File: config.mk
export PLATFORM = sky130hd
export DESIGN_NAME = genie_code_table_flat
export DESIGN_NICKNAME = d
export VERILOG_FILES = /design/src/rtl/genie_code_table_if.sv /design/src/rtl/genie_code_table.sv /design/src/flat_wrapper.sv
export SDC_FILE = /design/constraint.sdc
export NUM_CORES = 2
export LEC_CHECK = 0
export CAP_MARGIN = 20
export CORE_MARGIN = 10
export CORE_UTILIZATION = 60
export DETAILED_ROUTE_END_ITERATION = 12
export PLACE_DENSITY_LB_ADDON = 0.05
export SLEW_MARGIN = 40
export SYNTH_ARGS = -nofsm -noshare
export SYNTH_HDL_FRONTEND = slang
export SYNTH_SLANG_ARGS = --single-unit
File: constraint.sdc
create_clock -name clk -period 13.6 [get_ports clk]
set_input_delay 4.08 -clock clk [delete_from_list [all_inputs] [get_ports clk]]
set_output_delay 4.08 -clock clk [all_outputs]
set_load 0.01 [all_outputs]
File: src/rtl/genie_code_table_if.sv
// Command port, CPU-side lookup bus and table status for the cheat code store.
// The slave modport is the table; the master modport is whoever drives commands and bus cycles.
interface genie_code_table_if #(
  parameter int ADDR_W = 16,
  parameter int DATA_W = 8,
  parameter int CNT_W  = 6
);
  logic              enable;
  logic [ADDR_W-1:0] addr_in;
  logic [DATA_W-1:0] data_in;

  logic              cmd_valid;
  logic              cmd_ready;
  logic [1:0]        cmd_op;
  logic              cmd_cmp_en;
  logic [ADDR_W-1:0] cmd_addr;
  logic [DATA_W-1:0] cmd_compare;
  logic [DATA_W-1:0] cmd_replace;
  logic              cmd_done;
  logic [1:0]        cmd_status;

  logic              genie_ovr;
  logic [DATA_W-1:0] genie_data;
  logic [CNT_W-1:0]  code_count;
  logic              table_full;

  modport slave (
    input  enable, addr_in, data_in,
    input  cmd_valid, cmd_op, cmd_cmp_en, cmd_addr, cmd_compare, cmd_replace,
    output cmd_ready, cmd_done, cmd_status,
    output genie_ovr, genie_data, code_count, table_full
  );

  modport master (
    output enable, addr_in, data_in,
    output cmd_valid, cmd_op, cmd_cmp_en, cmd_addr, cmd_compare, cmd_replace,
    input  cmd_ready, cmd_done, cmd_status,
    input  genie_ovr, genie_data, code_count, table_full
  );
endinterface

File: src/rtl/genie_code_table.sv
// Cheat code store: load/delete take MAX_CODES+1 cycles (one slot scanned per cycle), clear/no-op take 1.
// Commands only accepted while idle (cmd_ready low otherwise); lookup override is combinational.
module genie_code_table #(
  parameter int MAX_CODES = 32,
  parameter int ADDR_W    = 16,
  parameter int DATA_W    = 8,
  parameter int IDX_W     = $clog2(MAX_CODES)
) (
  input  logic                clk,
  input  logic                reset_n,
  genie_code_table_if.slave   bus
);

  localparam int CNT_W = IDX_W + 1;
  localparam logic [IDX_W-1:0] LAST_IDX = IDX_W'(MAX_CODES - 1);
  localparam logic [CNT_W-1:0] FULL_CNT = CNT_W'(MAX_CODES);

  localparam logic [1:0] OP_LOAD = 2'b00;
  localparam logic [1:0] OP_DEL  = 2'b01;
  localparam logic [1:0] OP_CLR  = 2'b10;
  localparam logic [1:0] OP_NOP  = 2'b11;

  localparam logic [1:0] ST_ADDED = 2'b00;
  localparam logic [1:0] ST_UPD   = 2'b01;
  localparam logic [1:0] ST_TOG   = 2'b10;
  localparam logic [1:0] ST_REJ   = 2'b11;

  typedef struct packed {
    logic              occ;
    logic              act;
    logic              cmp_en;
    logic [ADDR_W-1:0] addr;
    logic [DATA_W-1:0] cmp;
    logic [DATA_W-1:0] rep;
  } slot_t;

  typedef struct packed {
    logic [1:0]        op;
    logic              cmp_en;
    logic [ADDR_W-1:0] addr;
    logic [DATA_W-1:0] cmp;
    logic [DATA_W-1:0] rep;
  } cmd_t;

  typedef enum logic [1:0] {S_IDLE, S_SCAN, S_COMMIT, S_CLEAR} state_t;

  state_t            r_state;
  state_t            w_state_nxt;
  slot_t             r_tab [MAX_CODES];
  cmd_t              r_cmd;
  logic [IDX_W-1:0]  r_idx;
  logic [IDX_W-1:0]  r_match_idx;
  logic [IDX_W-1:0]  r_free_idx;
  logic              r_match_vld;
  logic              r_free_vld;
  logic              r_nop;
  logic              r_done;
  logic [1:0]        r_status;
  logic [CNT_W-1:0]  r_count;

  logic              w_ready;
  logic              w_accept;
  slot_t             w_scan_slot;
  slot_t             w_match_slot;
  slot_t             w_new_slot;
  logic              w_same;
  logic              w_ovr;
  logic [DATA_W-1:0] w_ovr_dat;

  always_ff @(posedge clk or negedge reset_n) begin
    if (!reset_n) r_state <= S_IDLE;
    else          r_state <= w_state_nxt;
  end

  always_comb begin
    w_state_nxt = r_state;
    w_ready     = 1'b0;
    w_accept    = 1'b0;
    case (r_state)
      S_IDLE: begin
        w_ready = 1'b1;
        if (bus.cmd_valid) begin
          w_accept = 1'b1;
          case (bus.cmd_op)
            OP_LOAD, OP_DEL: w_state_nxt = S_SCAN;
            OP_CLR:          w_state_nxt = S_CLEAR;
            default:         w_state_nxt = S_IDLE;
          endcase
        end
      end
      S_SCAN:   if (r_idx == LAST_IDX) w_state_nxt = S_COMMIT;
      S_COMMIT: w_state_nxt = S_IDLE;
      S_CLEAR:  w_state_nxt = S_IDLE;
      default:  w_state_nxt = S_IDLE;
    endcase
  end

  always_comb begin
    w_scan_slot       = r_tab[r_idx];
    w_match_slot      = r_tab[r_match_idx];
    w_new_slot        = '0;
    w_new_slot.occ    = 1'b1;
    w_new_slot.act    = 1'b1;
    w_new_slot.cmp_en = r_cmd.cmp_en;
    w_new_slot.addr   = r_cmd.addr;
    w_new_slot.cmp    = r_cmd.cmp;
    w_new_slot.rep    = r_cmd.rep;
    w_same = (w_match_slot.cmp_en == r_cmd.cmp_en) &&
             (w_match_slot.cmp == r_cmd.cmp) &&
             (w_match_slot.rep == r_cmd.rep);
  end

  always_ff @(posedge clk or negedge reset_n) begin
    if (!reset_n) begin
      for (int i = 0; i < MAX_CODES; i++) r_tab[i] <= '0;
      r_cmd       <= '0;
      r_idx       <= '0;
      r_match_idx <= '0;
      r_free_idx  <= '0;
      r_match_vld <= 1'b0;
      r_free_vld  <= 1'b0;
      r_nop       <= 1'b0;
      r_done      <= 1'b0;
      r_status    <= ST_ADDED;
      r_count     <= '0;
    end else begin
      r_done <= r_nop;
      r_nop  <= w_accept && (bus.cmd_op == OP_NOP);
      if (r_nop) r_status <= ST_ADDED;

      if (w_accept) begin
        r_cmd.op     <= bus.cmd_op;
        r_cmd.cmp_en <= bus.cmd_cmp_en;
        r_cmd.addr   <= bus.cmd_addr;
        r_cmd.cmp    <= bus.cmd_compare;
        r_cmd.rep    <= bus.cmd_replace;
        r_idx        <= '0;
        r_match_vld  <= 1'b0;
        r_free_vld   <= 1'b0;
      end

      case (r_state)
        S_SCAN: begin
          r_idx <= r_idx + IDX_W'(1);
          if (w_scan_slot.occ && (w_scan_slot.addr == r_cmd.addr) && !r_match_vld) begin
            r_match_vld <= 1'b1;
            r_match_idx <= r_idx;
          end
          if (!w_scan_slot.occ && !r_free_vld) begin
            r_free_vld <= 1'b1;
            r_free_idx <= r_idx;
          end
        end
        S_COMMIT: begin
          r_done <= 1'b1;
          if (r_cmd.op == OP_LOAD) begin
            if (r_match_vld && w_same) begin
              r_tab[r_match_idx].act <= ~w_match_slot.act;
              r_status               <= ST_TOG;
            end else if (r_match_vld) begin
              r_tab[r_match_idx] <= w_new_slot;
              r_status           <= ST_UPD;
            end else if (r_free_vld) begin
              r_tab[r_free_idx] <= w_new_slot;
              r_count           <= r_count + CNT_W'(1);
              r_status          <= ST_ADDED;
            end else begin
              r_status <= ST_REJ;
            end
          end else if (r_match_vld) begin
            r_tab[r_match_idx].occ <= 1'b0;
            r_tab[r_match_idx].act <= 1'b0;
            r_count                <= r_count - CNT_W'(1);
            r_status               <= ST_UPD;
          end else begin
            r_status <= ST_REJ;
          end
        end
        S_CLEAR: begin
          for (int i = 0; i < MAX_CODES; i++) begin
            r_tab[i].occ <= 1'b0;
            r_tab[i].act <= 1'b0;
          end
          r_count  <= '0;
          r_done   <= 1'b1;
          r_status <= ST_UPD;
        end
        default: ;
      endcase
    end
  end

  // Walk from the top so the lowest-index hit is the one left standing.
  always_comb begin
    w_ovr     = 1'b0;
    w_ovr_dat = '0;
    for (int i = MAX_CODES - 1; i >= 0; i--) begin
      if (bus.enable && r_tab[i].occ && r_tab[i].act && (r_tab[i].addr == bus.addr_in) &&
          (!r_tab[i].cmp_en || (r_tab[i].cmp == bus.data_in))) begin
        w_ovr     = 1'b1;
        w_ovr_dat = r_tab[i].rep;
      end
    end
  end

  assign bus.cmd_ready  = w_ready;
  assign bus.cmd_done   = r_done;
  assign bus.cmd_status = r_status;
  assign bus.genie_ovr  = w_ovr;
  assign bus.genie_data = w_ovr_dat;
  assign bus.code_count = r_count;
  assign bus.table_full = (r_count == FULL_CNT);

endmodule

File: src/flat_wrapper.sv
// flat-port wrapper written by rule: the top's interface ports become plain ports
module genie_code_table_flat 
#(
  parameter int MAX_CODES = 32,
  parameter int ADDR_W    = 16,
  parameter int DATA_W    = 8,
  parameter int IDX_W     = $clog2(MAX_CODES)
)
  (clk, reset_n, bus_enable, bus_addr_in, bus_data_in, bus_cmd_valid, bus_cmd_op, bus_cmd_cmp_en, bus_cmd_addr, bus_cmd_compare, bus_cmd_replace, bus_cmd_ready, bus_cmd_done, bus_cmd_status, bus_genie_ovr, bus_genie_data, bus_code_count, bus_table_full);
  genie_code_table_if #(.ADDR_W(ADDR_W), .DATA_W(DATA_W), .CNT_W(IDX_W + 1)) bus_i ();
  input  logic clk;
  input  logic reset_n;
  input wire logic [$bits(bus_i.enable)-1:0] bus_enable;
  input wire logic [$bits(bus_i.addr_in)-1:0] bus_addr_in;
  input wire logic [$bits(bus_i.data_in)-1:0] bus_data_in;
  input wire logic [$bits(bus_i.cmd_valid)-1:0] bus_cmd_valid;
  input wire logic [$bits(bus_i.cmd_op)-1:0] bus_cmd_op;
  input wire logic [$bits(bus_i.cmd_cmp_en)-1:0] bus_cmd_cmp_en;
  input wire logic [$bits(bus_i.cmd_addr)-1:0] bus_cmd_addr;
  input wire logic [$bits(bus_i.cmd_compare)-1:0] bus_cmd_compare;
  input wire logic [$bits(bus_i.cmd_replace)-1:0] bus_cmd_replace;
  output wire logic [$bits(bus_i.cmd_ready)-1:0] bus_cmd_ready;
  output wire logic [$bits(bus_i.cmd_done)-1:0] bus_cmd_done;
  output wire logic [$bits(bus_i.cmd_status)-1:0] bus_cmd_status;
  output wire logic [$bits(bus_i.genie_ovr)-1:0] bus_genie_ovr;
  output wire logic [$bits(bus_i.genie_data)-1:0] bus_genie_data;
  output wire logic [$bits(bus_i.code_count)-1:0] bus_code_count;
  output wire logic [$bits(bus_i.table_full)-1:0] bus_table_full;
  assign bus_i.enable = bus_enable;
  assign bus_i.addr_in = bus_addr_in;
  assign bus_i.data_in = bus_data_in;
  assign bus_i.cmd_valid = bus_cmd_valid;
  assign bus_i.cmd_op = bus_cmd_op;
  assign bus_i.cmd_cmp_en = bus_cmd_cmp_en;
  assign bus_i.cmd_addr = bus_cmd_addr;
  assign bus_i.cmd_compare = bus_cmd_compare;
  assign bus_i.cmd_replace = bus_cmd_replace;
  assign bus_cmd_ready = bus_i.cmd_ready;
  assign bus_cmd_done = bus_i.cmd_done;
  assign bus_cmd_status = bus_i.cmd_status;
  assign bus_genie_ovr = bus_i.genie_ovr;
  assign bus_genie_data = bus_i.genie_data;
  assign bus_code_count = bus_i.code_count;
  assign bus_table_full = bus_i.table_full;
  genie_code_table #(.MAX_CODES(MAX_CODES), .ADDR_W(ADDR_W), .DATA_W(DATA_W), .IDX_W(IDX_W)) u_core (.clk(clk), .reset_n(reset_n), .bus(bus_i));
endmodule
==> reports/qor.csv <==
metric;value;unit
drt initial violations;6540;
Die Wd;355.2;µm
crit path launch type;primary input;
Setup violations, final;0;
Unique masters post-synth;67;
area growth from synthesis to layout;10.26;%
DR vias/cell;6.943;
CTS Root Cell;clkbuf_16;
period utilization;0.9591;
Hold Buf Count CTS;0;
WHS Path Cells;2;
Comb power frac;0.221;
reg-to-reg slack, setup;6790;ps
min-delay src;u_core.r_cmd[34]$_DFFE_PN0P_;
Reg2Reg Depth;13;
Post-route DRC;0;
All-Layer GR Usage;0.3672;
Leak;0.03305;µW
Yosys top cell by area;dfrtp_1;
critical path arrival;8960;ps
post-synthesis cell count;5503;
core area;111100;µm²
clk buf depth;3;
Slew @ Worst Pin;949.0;ps
number of flops mapped to enable cells by yosys;0;
area of placed instances;69470;µm²
fill count;8488;
Critical R2R Launch;u_core.r_match_idx[0]$_DFFE_PN0P_;
Hold Path End;u_core.r_cmd[34]$_DFFE_PN0P_;
endpoints failing hold;0;
Antenna Nets Post-Route;0;
async set-reset flop share out of synthesis;1.000;
CP Max Fanout;23;
leading cell types in the layout, fill and taps excluded;1176 x dfrtp_1, 943 x mux2_2, 590 x xnor2_1;
clock-pin slew on the worst setup and hold paths;50;ps
Worst-Skew Late Latency;760;ps
share of layout cells above drive strength 1;0.3359;
I/O pin cnt;83;
worst min-delay path category;flip-flop to flip-flop;
Critical Path RT;9520;ps
Mapped Nets;5573;
setup TNS;0;ps
Cell Area, Synth;67420;µm²
number of synthesized register bits;1184;
TritonCTS Buffers;135;
fmax;76.67;MHz
clock network power share;0.389;
sw power;3281;µW
synth top area cells;dfrtp_1 44%, mux2_2 16%, mux4_2 10%;
fin area;74340;µm²
final wirelength;234000;µm
router iterations before antenna repair;7;
total gr overflow;0;
detailed placement HPWL;160900;µm
r2r endpoint;u_core.r_tab[1032]$_DFFE_PN0P_;
Syn Area/Cell;12.25;µm²
VDD IR max;111.3;µV
Rows;122;
Total Die Area;126200;µm²
pwr dens;133.0;nW/µm²
Post-CTS Setup Inserts;0;
Worst Skew;25.68;ps
CTS resizes;0;
Synth top area share;0.4395;
relative slew slack;0.3625;
crit path kind;primary input to primary output;
number of global-route vias before repair;48250;
yosys warns;0;
die height;355.2;µm
cell-internal power;6609;µW
RD Place Congestion;1.008;
first-pass GRT wire length;342400;µm
initial antenna violation count;15;
starting density of the core;0.6067;
CP Capture Type;primary output;
min Tclk post-route;13040;ps
Final nets;5503;
commonest register cell after synthesis;dfrtp_1;
MaxCap Viol Count;0;
Vias;48850;
wire per inst;33.26;µm
Seq/Total Area, Yosys;0.4395;
TritonCTS clock tree;done;
largest net degree at the start of global routing;144;
Seq pwr share;0.390;
status;completed;
unrepaired setup endpoints after global routing;false;
commonest non-fill, non-tap cell in the layout;dfrtp_1;
# clock sinks;1184;
Sw Ratio;0.3318;
Final Max Tran Viols;0;
htree depth;4;
Port Buffers;82;
routing by layer:
layer,wire (µm),vias to the layer above,track usage
met1,93530,25550,0.5057
met4,12640,18,0.1748
met2,102200,2831,0.5358
li1,-,19870,-
met5,123,-,0
met3,25460,575,0.1025
state kept, by name, indices dropped and copies added (netlist names):
register	count
u_core.bus.cmd_done	1
u_core.bus.cmd_status	2
u_core.bus.code_count	6
u_core.r_cmd	35
u_core.r_free_idx	5
u_core.r_free_vld	1
u_core.r_idx	5
u_core.r_match_idx	5
u_core.r_match_vld	1
u_core.r_nop	1
u_core.r_state	2
u_core.r_tab	1120
cell usage after synthesis, types with 14 or more instances:
master	count
nand2_1	424
mux4_2	314
mux2_1	38
mux2i_1	22
nand3_1	90
a22oi_1	74
or2_2	16
clkbuf_1	232
buf_4	86
a221oi_1	14
o211ai_1	23
xor2_1	215
mux2_2	943
nor3_1	56
buf_1	33
buf_2	133
nor4_1	57
a221o_1	32
o21a_1	25
mux2_4	56
inv_1	63
dfrtp_1	1184
o21ai_0	216
nand3_2	18
a21oi_1	47
nor2_1	85
o311ai_0	24
xnor2_1	590
nand4_1	216
buf_6	14
power by group through the flow:
stage	clock (µW)	sequential [µW]	combinational (µW)
5_1_grt	4010	3870	2300
3_5_place_dp	0	3940	2100
6_report	3840	3860	2190
2_1_floorplan	0	3810	1330
4_1_cts	3870	3880	2110
3_3_place_gp	0	3930	2080
kinds of logic (layout without fill, tap and decap cells):
logic type,after synthesis,in the layout,share of synthesized area
mux,1373,1373,0.2845
flops,1184,1184,0.4395
simple gates,1030,1030,0.07737
xor+xnor,805,805,0.1046
buf+inv,563,601,0.04016
compound gates,541,541,0.05256
fa+ha+maj,7,7,0.001410
other cells,0,6,0
stage by stage:
step | setup WS, ps | utilization | cells | total power, µW | hold WS [ps]
after floorplan | 2514 | - | 5503 | 5141 | 435.5
after global placement | 412.5 | 0.6234 | 6774 | 6010 | 454.5
after detailed placement | 695.3 | 0.6252 | 6778 | 6039 | 459.2
after CTS | 657.4 | 0.6671 | 7023 | 9853 | 475.3
after global routing | 369.8 | 0.6688 | 7029 | 10180 | 521.8
final | 556.4 | 0.6690 | 7035 | 9890 | 470.3
critical path, cell delays in order:
cell	delay [ps]
buf_2	330
buf_4	550
xnor2_1	190
nand4_1	320
nor4_2	690
nand3_1	420
buf_4	320
mux2_2	240
nand2_1	50
o221ai_1	270
a2111oi_0	160
buf_4	170
o311ai_1	330
o2bb2ai_1	220
clkdlybuf4s50_1	610
how the worst max path moves through the flow:
stage	start	end	slack [ps]
3_5_place_dp	bus_addr_in[14]	bus_genie_data[6]	700
4_1_cts	bus_addr_in[14]	bus_genie_data[6]	660
5_1_grt	bus_enable	bus_genie_data[4]	370
2_1_floorplan	bus_addr_in[11]	bus_genie_data[4]	2510
6_report	bus_addr_in[14]	bus_genie_data[6]	560
3_3_place_gp	bus_addr_in[14]	bus_genie_data[6]	410
cell type report:
| cell class | count | area (µm²) | area share |
|---|---|---|---|
| multi-input cells | 3756 | 35310 | 0.4749 |
| flip-flops and latches | 1184 | 29650 | 0.3988 |
| clock buffers | 201 | 4083 | 0.05492 |
| repair buffers | 291 | 2605 | 0.03504 |
| well taps | 1488 | 1862 | 0.02504 |
| clock inverters | 44 | 576.8 | 0.007759 |
| inverters | 65 | 244.0 | 0.003282 |
| diodes | 6 | 15.01 | 0.0002020 |
(Power assumes the default switching activity.)
